`config.mk`:
```
export PLATFORM = sky130hd
export DESIGN_NAME = bcd_scan_driver
export DESIGN_NICKNAME = d
export VERILOG_FILES = /design/src/rtl/disp_pkg.sv /design/src/rtl/bin2bcd_seq.sv /design/src/rtl/bcd_scan_driver.sv
export SDC_FILE = /design/constraint.sdc
export NUM_CORES = 1
export LEC_CHECK = 0
export CORE_MARGIN = 2
export CORE_UTILIZATION = 65
export DETAILED_ROUTE_END_ITERATION = 16
export DONT_BUFFER_PORTS = 1
export PLACE_DENSITY_LB_ADDON = 0.25
export SLEW_MARGIN = 20
export SYNTH_ARGS = -nofsm -noshare
export SYNTH_HDL_FRONTEND = slang
export SYNTH_HIERARCHICAL = 1
export SYNTH_SLANG_ARGS = --single-unit
```
`constraint.sdc`:
```
create_clock -name clk -period 6.34 [get_ports clk]
set_input_delay 1.268 -clock clk [delete_from_list [all_inputs] [get_ports clk]]
set_output_delay 1.268 -clock clk [all_outputs]
set_load 0.02 [all_outputs]
```
`src/rtl/disp_pkg.sv`:
```
// Shared types and constants for the BCD scan driver: blank code, converter states,
// and the helper used to check that the digit count can hold the largest input value.
package disp_pkg;

  localparam logic [3:0] DIGIT_BLANK = 4'hF;

  typedef enum logic [1:0] {IDLE, CONV, DONE} conv_state_t;

  function automatic longint ceil_div10(input longint v);
    return (v + 64'sd9) / 64'sd10;
  endfunction

  // Decimal digits needed for 2^width-1, i.e. smallest D with 10^D >= 2^width.
  function automatic int min_digits(input int width);
    longint v;
    int     n;
    v = longint'(1) << width;
    n = 0;
    while (v > 64'sd1) begin
      v = ceil_div10(v);
      n++;
    end
    return n;
  endfunction

endpackage

```
`src/rtl/bin2bcd_seq.sv`:
```
// Sequential double-dabble converter: one shift per cycle, WIDTH shifts per value,
// with a valid/ready load handshake and a one-cycle done strobe in the DONE state.
module bin2bcd_seq
  import disp_pkg::*;
#(
  parameter int WIDTH  = 16,
  parameter int DIGITS = 5
) (
  input  logic                  clk,
  input  logic                  rst_n,
  input  logic                  i_valid,
  input  logic [WIDTH-1:0]      i_data,
  output logic                  o_ready,
  output logic                  o_done,
  output logic [DIGITS*4-1:0]   o_bcd
);

  localparam int IW = $clog2(WIDTH + 1);

  conv_state_t         r_state;
  conv_state_t         w_next;
  logic [WIDTH-1:0]    r_bin;
  logic [DIGITS*4-1:0] r_bcd;
  logic [DIGITS*4-1:0] w_adj;
  logic [IW-1:0]       r_iter;

  always_ff @(posedge clk or negedge rst_n) begin
    if (!rst_n) r_state <= IDLE;
    else        r_state <= w_next;
  end

  always_comb begin
    w_next  = r_state;
    o_ready = 1'b0;
    o_done  = 1'b0;
    case (r_state)
      IDLE: begin
        o_ready = 1'b1;
        if (i_valid) w_next = CONV;
      end
      CONV: begin
        if (r_iter == IW'(1)) w_next = DONE;
      end
      DONE: begin
        o_done = 1'b1;
        w_next = IDLE;
      end
      default: w_next = IDLE;
    endcase
  end

  // Pre-shift correction: any nibble that would reach 10+ after doubling gets +3.
  always_comb begin
    w_adj = r_bcd;
    for (int i = 0; i < DIGITS; i++) begin
      if (r_bcd[i*4 +: 4] >= 4'd5) w_adj[i*4 +: 4] = r_bcd[i*4 +: 4] + 4'd3;
    end
  end

  always_ff @(posedge clk or negedge rst_n) begin
    if (!rst_n) begin
      r_bin  <= '0;
      r_bcd  <= '0;
      r_iter <= '0;
    end else if (r_state == IDLE && i_valid) begin
      r_bin  <= i_data;
      r_bcd  <= '0;
      r_iter <= IW'(WIDTH);
    end else if (r_state == CONV) begin
      {r_bcd, r_bin} <= {w_adj, r_bin} << 1;
      r_iter         <= r_iter - IW'(1);
    end
  end

  assign o_bcd = r_bcd;

endmodule

```
`src/rtl/bcd_scan_driver.sv`:
```
// Binary-to-BCD display driver: holds the committed digits, scans them one at a time
// onto a common-anode bank, and blanks leading zeros above the least significant digit.
module bcd_scan_driver
  import disp_pkg::*;
#(
  parameter int WIDTH       = 16,
  parameter int DIGITS      = 5,
  parameter int REFRESH_DIV = 50000,
  parameter int LZ_BLANK    = 1
) (
  input  logic              clk,
  input  logic              rst_n,
  input  logic              in_valid,
  input  logic [WIDTH-1:0]  in_data,
  output logic              in_ready,
  output logic              conv_done,
  output logic [3:0]        digit,
  output logic [DIGITS-1:0] an
);

  localparam int RW = (REFRESH_DIV > 1) ? $clog2(REFRESH_DIV) : 1;
  localparam int SW = (DIGITS > 1) ? $clog2(DIGITS) : 1;

  generate
    if (DIGITS < min_digits(WIDTH)) begin : g_bad_digits
      $error("bcd_scan_driver: DIGITS too small for WIDTH");
    end
  endgenerate

  logic                w_done;
  logic [DIGITS*4-1:0] w_bcd;
  logic [DIGITS*4-1:0] r_disp_bcd;
  logic                r_conv_done;
  logic [RW-1:0]       r_refresh;
  logic [SW-1:0]       r_sel;
  logic                w_upper_zero;
  logic [3:0]          w_code;

  bin2bcd_seq #(
    .WIDTH  (WIDTH),
    .DIGITS (DIGITS)
  ) u_conv (
    .clk     (clk),
    .rst_n   (rst_n),
    .i_valid (in_valid),
    .i_data  (in_data),
    .o_ready (in_ready),
    .o_done  (w_done),
    .o_bcd   (w_bcd)
  );

  // The display keeps the previous value for the whole conversion; only DONE commits.
  always_ff @(posedge clk or negedge rst_n) begin
    if (!rst_n) begin
      r_disp_bcd  <= '0;
      r_conv_done <= 1'b0;
    end else begin
      r_conv_done <= w_done;
      if (w_done) r_disp_bcd <= w_bcd;
    end
  end

  always_ff @(posedge clk or negedge rst_n) begin
    if (!rst_n) begin
      r_refresh <= '0;
      r_sel     <= '0;
    end else if (r_refresh == RW'(REFRESH_DIV - 1)) begin
      r_refresh <= '0;
      r_sel     <= (r_sel == SW'(DIGITS - 1)) ? '0 : r_sel + SW'(1);
    end else begin
      r_refresh <= r_refresh + RW'(1);
    end
  end

  // A digit is a leading zero when it and every more significant digit are zero.
  always_comb begin
    w_upper_zero = 1'b1;
    w_code       = 4'h0;
    for (int i = 0; i < DIGITS; i++) begin
      if (SW'(i) == r_sel) w_code = r_disp_bcd[i*4 +: 4];
      if (i >= int'(r_sel) && r_disp_bcd[i*4 +: 4] != 4'h0) w_upper_zero = 1'b0;
    end
  end

  assign digit     = (LZ_BLANK != 0 && r_sel != '0 && w_upper_zero) ? DIGIT_BLANK : w_code;
  assign an        = ~(DIGITS'(1) << r_sel);
  assign conv_done = r_conv_done;

endmodule

```
==> qor.csv <==
metric,value,unit
cts.sinks,83,
synthToLayoutAreaGrowth,4.63,%
yosysWarnings,6,
maxCapViolations,0,
routed_wl,8.62,mm
cts_made_buffers,9,
yosysUniqueCellTypes,46,
diodes,0,
rrSetupSlack,4100,ps
synthTopCellsByArea,"dfrtp_1 (47%), mux2_2 (5.6%), ha_1 (5.1%), nor2b_1 (3.7%), a22oi_1 (2.5%)",
p_sw_share,36.8,%
critPathArrivalTime,2490,ps
rows,30,
yosysTopAreaCell,dfrtp_1,
synth_nets,471,
dr.pass1.iters,5,
wl_per_cell,16.9,um
timing.critical_path.to_type,output pin,
antenna_found_initial,0,
grt_overflow,0,
critPathRequiredTime,5070,ps
cts_tree,done,
syn_inst,434,
maxSlewViolCount,0,
drc,0,
worst_r2r_path_depth,3,
drtIter0Drc,209,
vias,3296,
syn-cell-area,4430,um2
grt_usage,24.7,%
dpl_cell_area,4430,um2
seq_power_share,46.2,%
worstSetupStartpointType,flop,
internal-power,1150,uW
port-buffer-count,0,
status,completed,
vias_per_cell,6.48,
hold_path_class,flop to flop,
cts_resized,0,
drive_gt1_share,10.5,%
die_w,86.5,um
yosysTopAreaCellShare,46.9,%
path_clk_slew,80,ps
finalCritPeriodShare,59.2,%
combPwrFrac,31.8,%
synth_common_cells,"dfrtp_1 (83), nand2_1 (30), inv_1 (29), nor2b_1 (26), mux2_2 (22)",
grt_pass1_wl,14.7,mm
multi_input_area,2130,um2
worst-path-max-fanout,16,
fillers,520,
regArea,2080,um2
period_minus_slack,3750,ps
core-area,6680,um2
switchingPower,672,uW
ir_worst_vdd,311,uV
rsz0062_at_grt,no,
grt_pass1_vias,3211,
p_leak,0.00197,uW
setup_viol,0,
critPathKind,flop to output pin,
yosysMostFrequentCell,dfrtp_1,
hold_viol,0,
io_pins,30,
slew_headroom,43.4,%
htree_levels,3,
total_power,1820,uW
place.gp.congestion,0.870,
postCtsHoldBufs,0,
syn_area_per_cell,10.2,um2
synthFlopType,dfrtp_1,
antenna_left,0,
fin_worst_skew,10.7,ps
start_util,66.3,%
whs_path_depth,1,
final_net_count,462,
async_flop_share,100,%
die_y,86.5,um
p_per_area,394,nW/um2
grt_max_degree,84,
setup-tns-final,0,ps
dieArea,7490,um2
p_clk_share,22.0,%
dp_hpwl,5.73,mm
postCtsSetupBuffers,0,
clockBufferDepth,2,
tightest_slew,849,ps
fmax,266,MHz
synth_edf_count,0,
synth-seq-cells,83,
seq_area_frac_synth,46.9,%
worstSkewPairLatency,340,ps
clockRootBuffer,clkbuf_8,
final_area,4630,um2
==> per-layer routing <==
layer | vias up | share of wire, % | GRT usage [%]
li1 | 1563 | - | -
met1 | 1632 | 47 | 35.6
met2 | 90 | 47 | 37.7
met3 | 11 | 5.0 | 4.95
met4 | 0 | 1.4 | 8.52
met5 | - | 0 | 0
==> path summary, 6_finish.rpt <==
kind	endpoint	startpoint
max	digit[2]	r_sel[0]
min	r_refresh[7]	r_refresh[7]
max reg2reg	u_conv/r_iter[3]	u_conv/r_state[0]
min reg2reg	r_refresh[7]	r_refresh[7]
max in group asynchronous	u_conv/o_bcd[4]	rst_n
min in group asynchronous	u_conv/o_bcd[17]	rst_n
==> registers in the layout, summed over array words and instances, names as in the netlist <==
register        count
r_disp_bcd         20
u_conv/o_bcd       20
r_refresh          16
u_conv/r_bin       16
u_conv/r_iter       5
r_sel               3
u_conv/r_state      2
conv_done           1
==> cells by family after synthesis <==
family          synth area share, %
compound gates                 17.4
fa+ha+maj                      5.09
mux                            6.05
simple gates                   15.9
flops                          46.9
buf+inv                        5.14
xor+xnor                       3.56
==> cell usage in the layout, fill, tap and decap left out, types with 2 or more instances in the layout <==
cell type,instances
o311ai_1,5
o21ai_1,18
a22oi_1,15
nor3_1,3
a31oi_1,4
ha_1,18
a32o_1,5
o2111ai_1,10
mux2i_1,2
o221ai_1,5
dfrtp_1,83
nand2b_1,2
inv_1,29
o21a_1,5
xor2_1,6
nand4_1,8
nand2_1,30
clkbuf_8,9
clkinv_2,2
nor4_1,9
buf_4,2
a21oi_1,18
bufinv_16,2
nor2b_1,25
nor2_1,14
nand3b_1,4
o31ai_1,6
nor2b_2,2
mux2_2,22
o32ai_1,4
nand3_1,19
xnor2_1,12
o21ba_2,2
o21ai_0,15
==> layout make-up <==
class / count / share of cell area [%]
multi-input combinational: 300 / 45.9
tap: 80 / 2.16
sequential: 83 / 44.8
inverter: 29 / 2.35
clock inverter: 5 / 1.70
timing repair buffer: 2 / 0.324
clock buffer: 10 / 2.75
==> per-stage QoR <==
step / setup WS, ps / cells / utilization (%) / hold WS, ps
after floorplan: 3150 / 434 / - / 454
after global placement: 3030 / 494 / 66.3 / 473
after detailed placement: 2970 / 494 / 66.3 / 485
after CTS: 2580 / 509 / 69.3 / 503
after global routing: 2410 / 509 / 69.3 / 539
final: 2590 / 509 / 69.3 / 502
==> power by group through the flow <==
stage          clock network (uW)  logic (uW)  registers (uW)
2_1_floorplan                   0         508             783
3_3_place_gp                    0         542             841
3_5_place_dp                    0         572             848
4_1_cts                       412         578             838
5_1_grt                       437         647             864
6_report                      401         581             843
==> critical path, stage by stage, from the launching register on <==
cell	delay, ps
dfrtp_1	600
inv_1	130
ha_1	380
nand2b_1	290
nand3_1	90
or3_1	430
nand4_1	220
No activity file was read; power rests on OpenSTA's default activity.
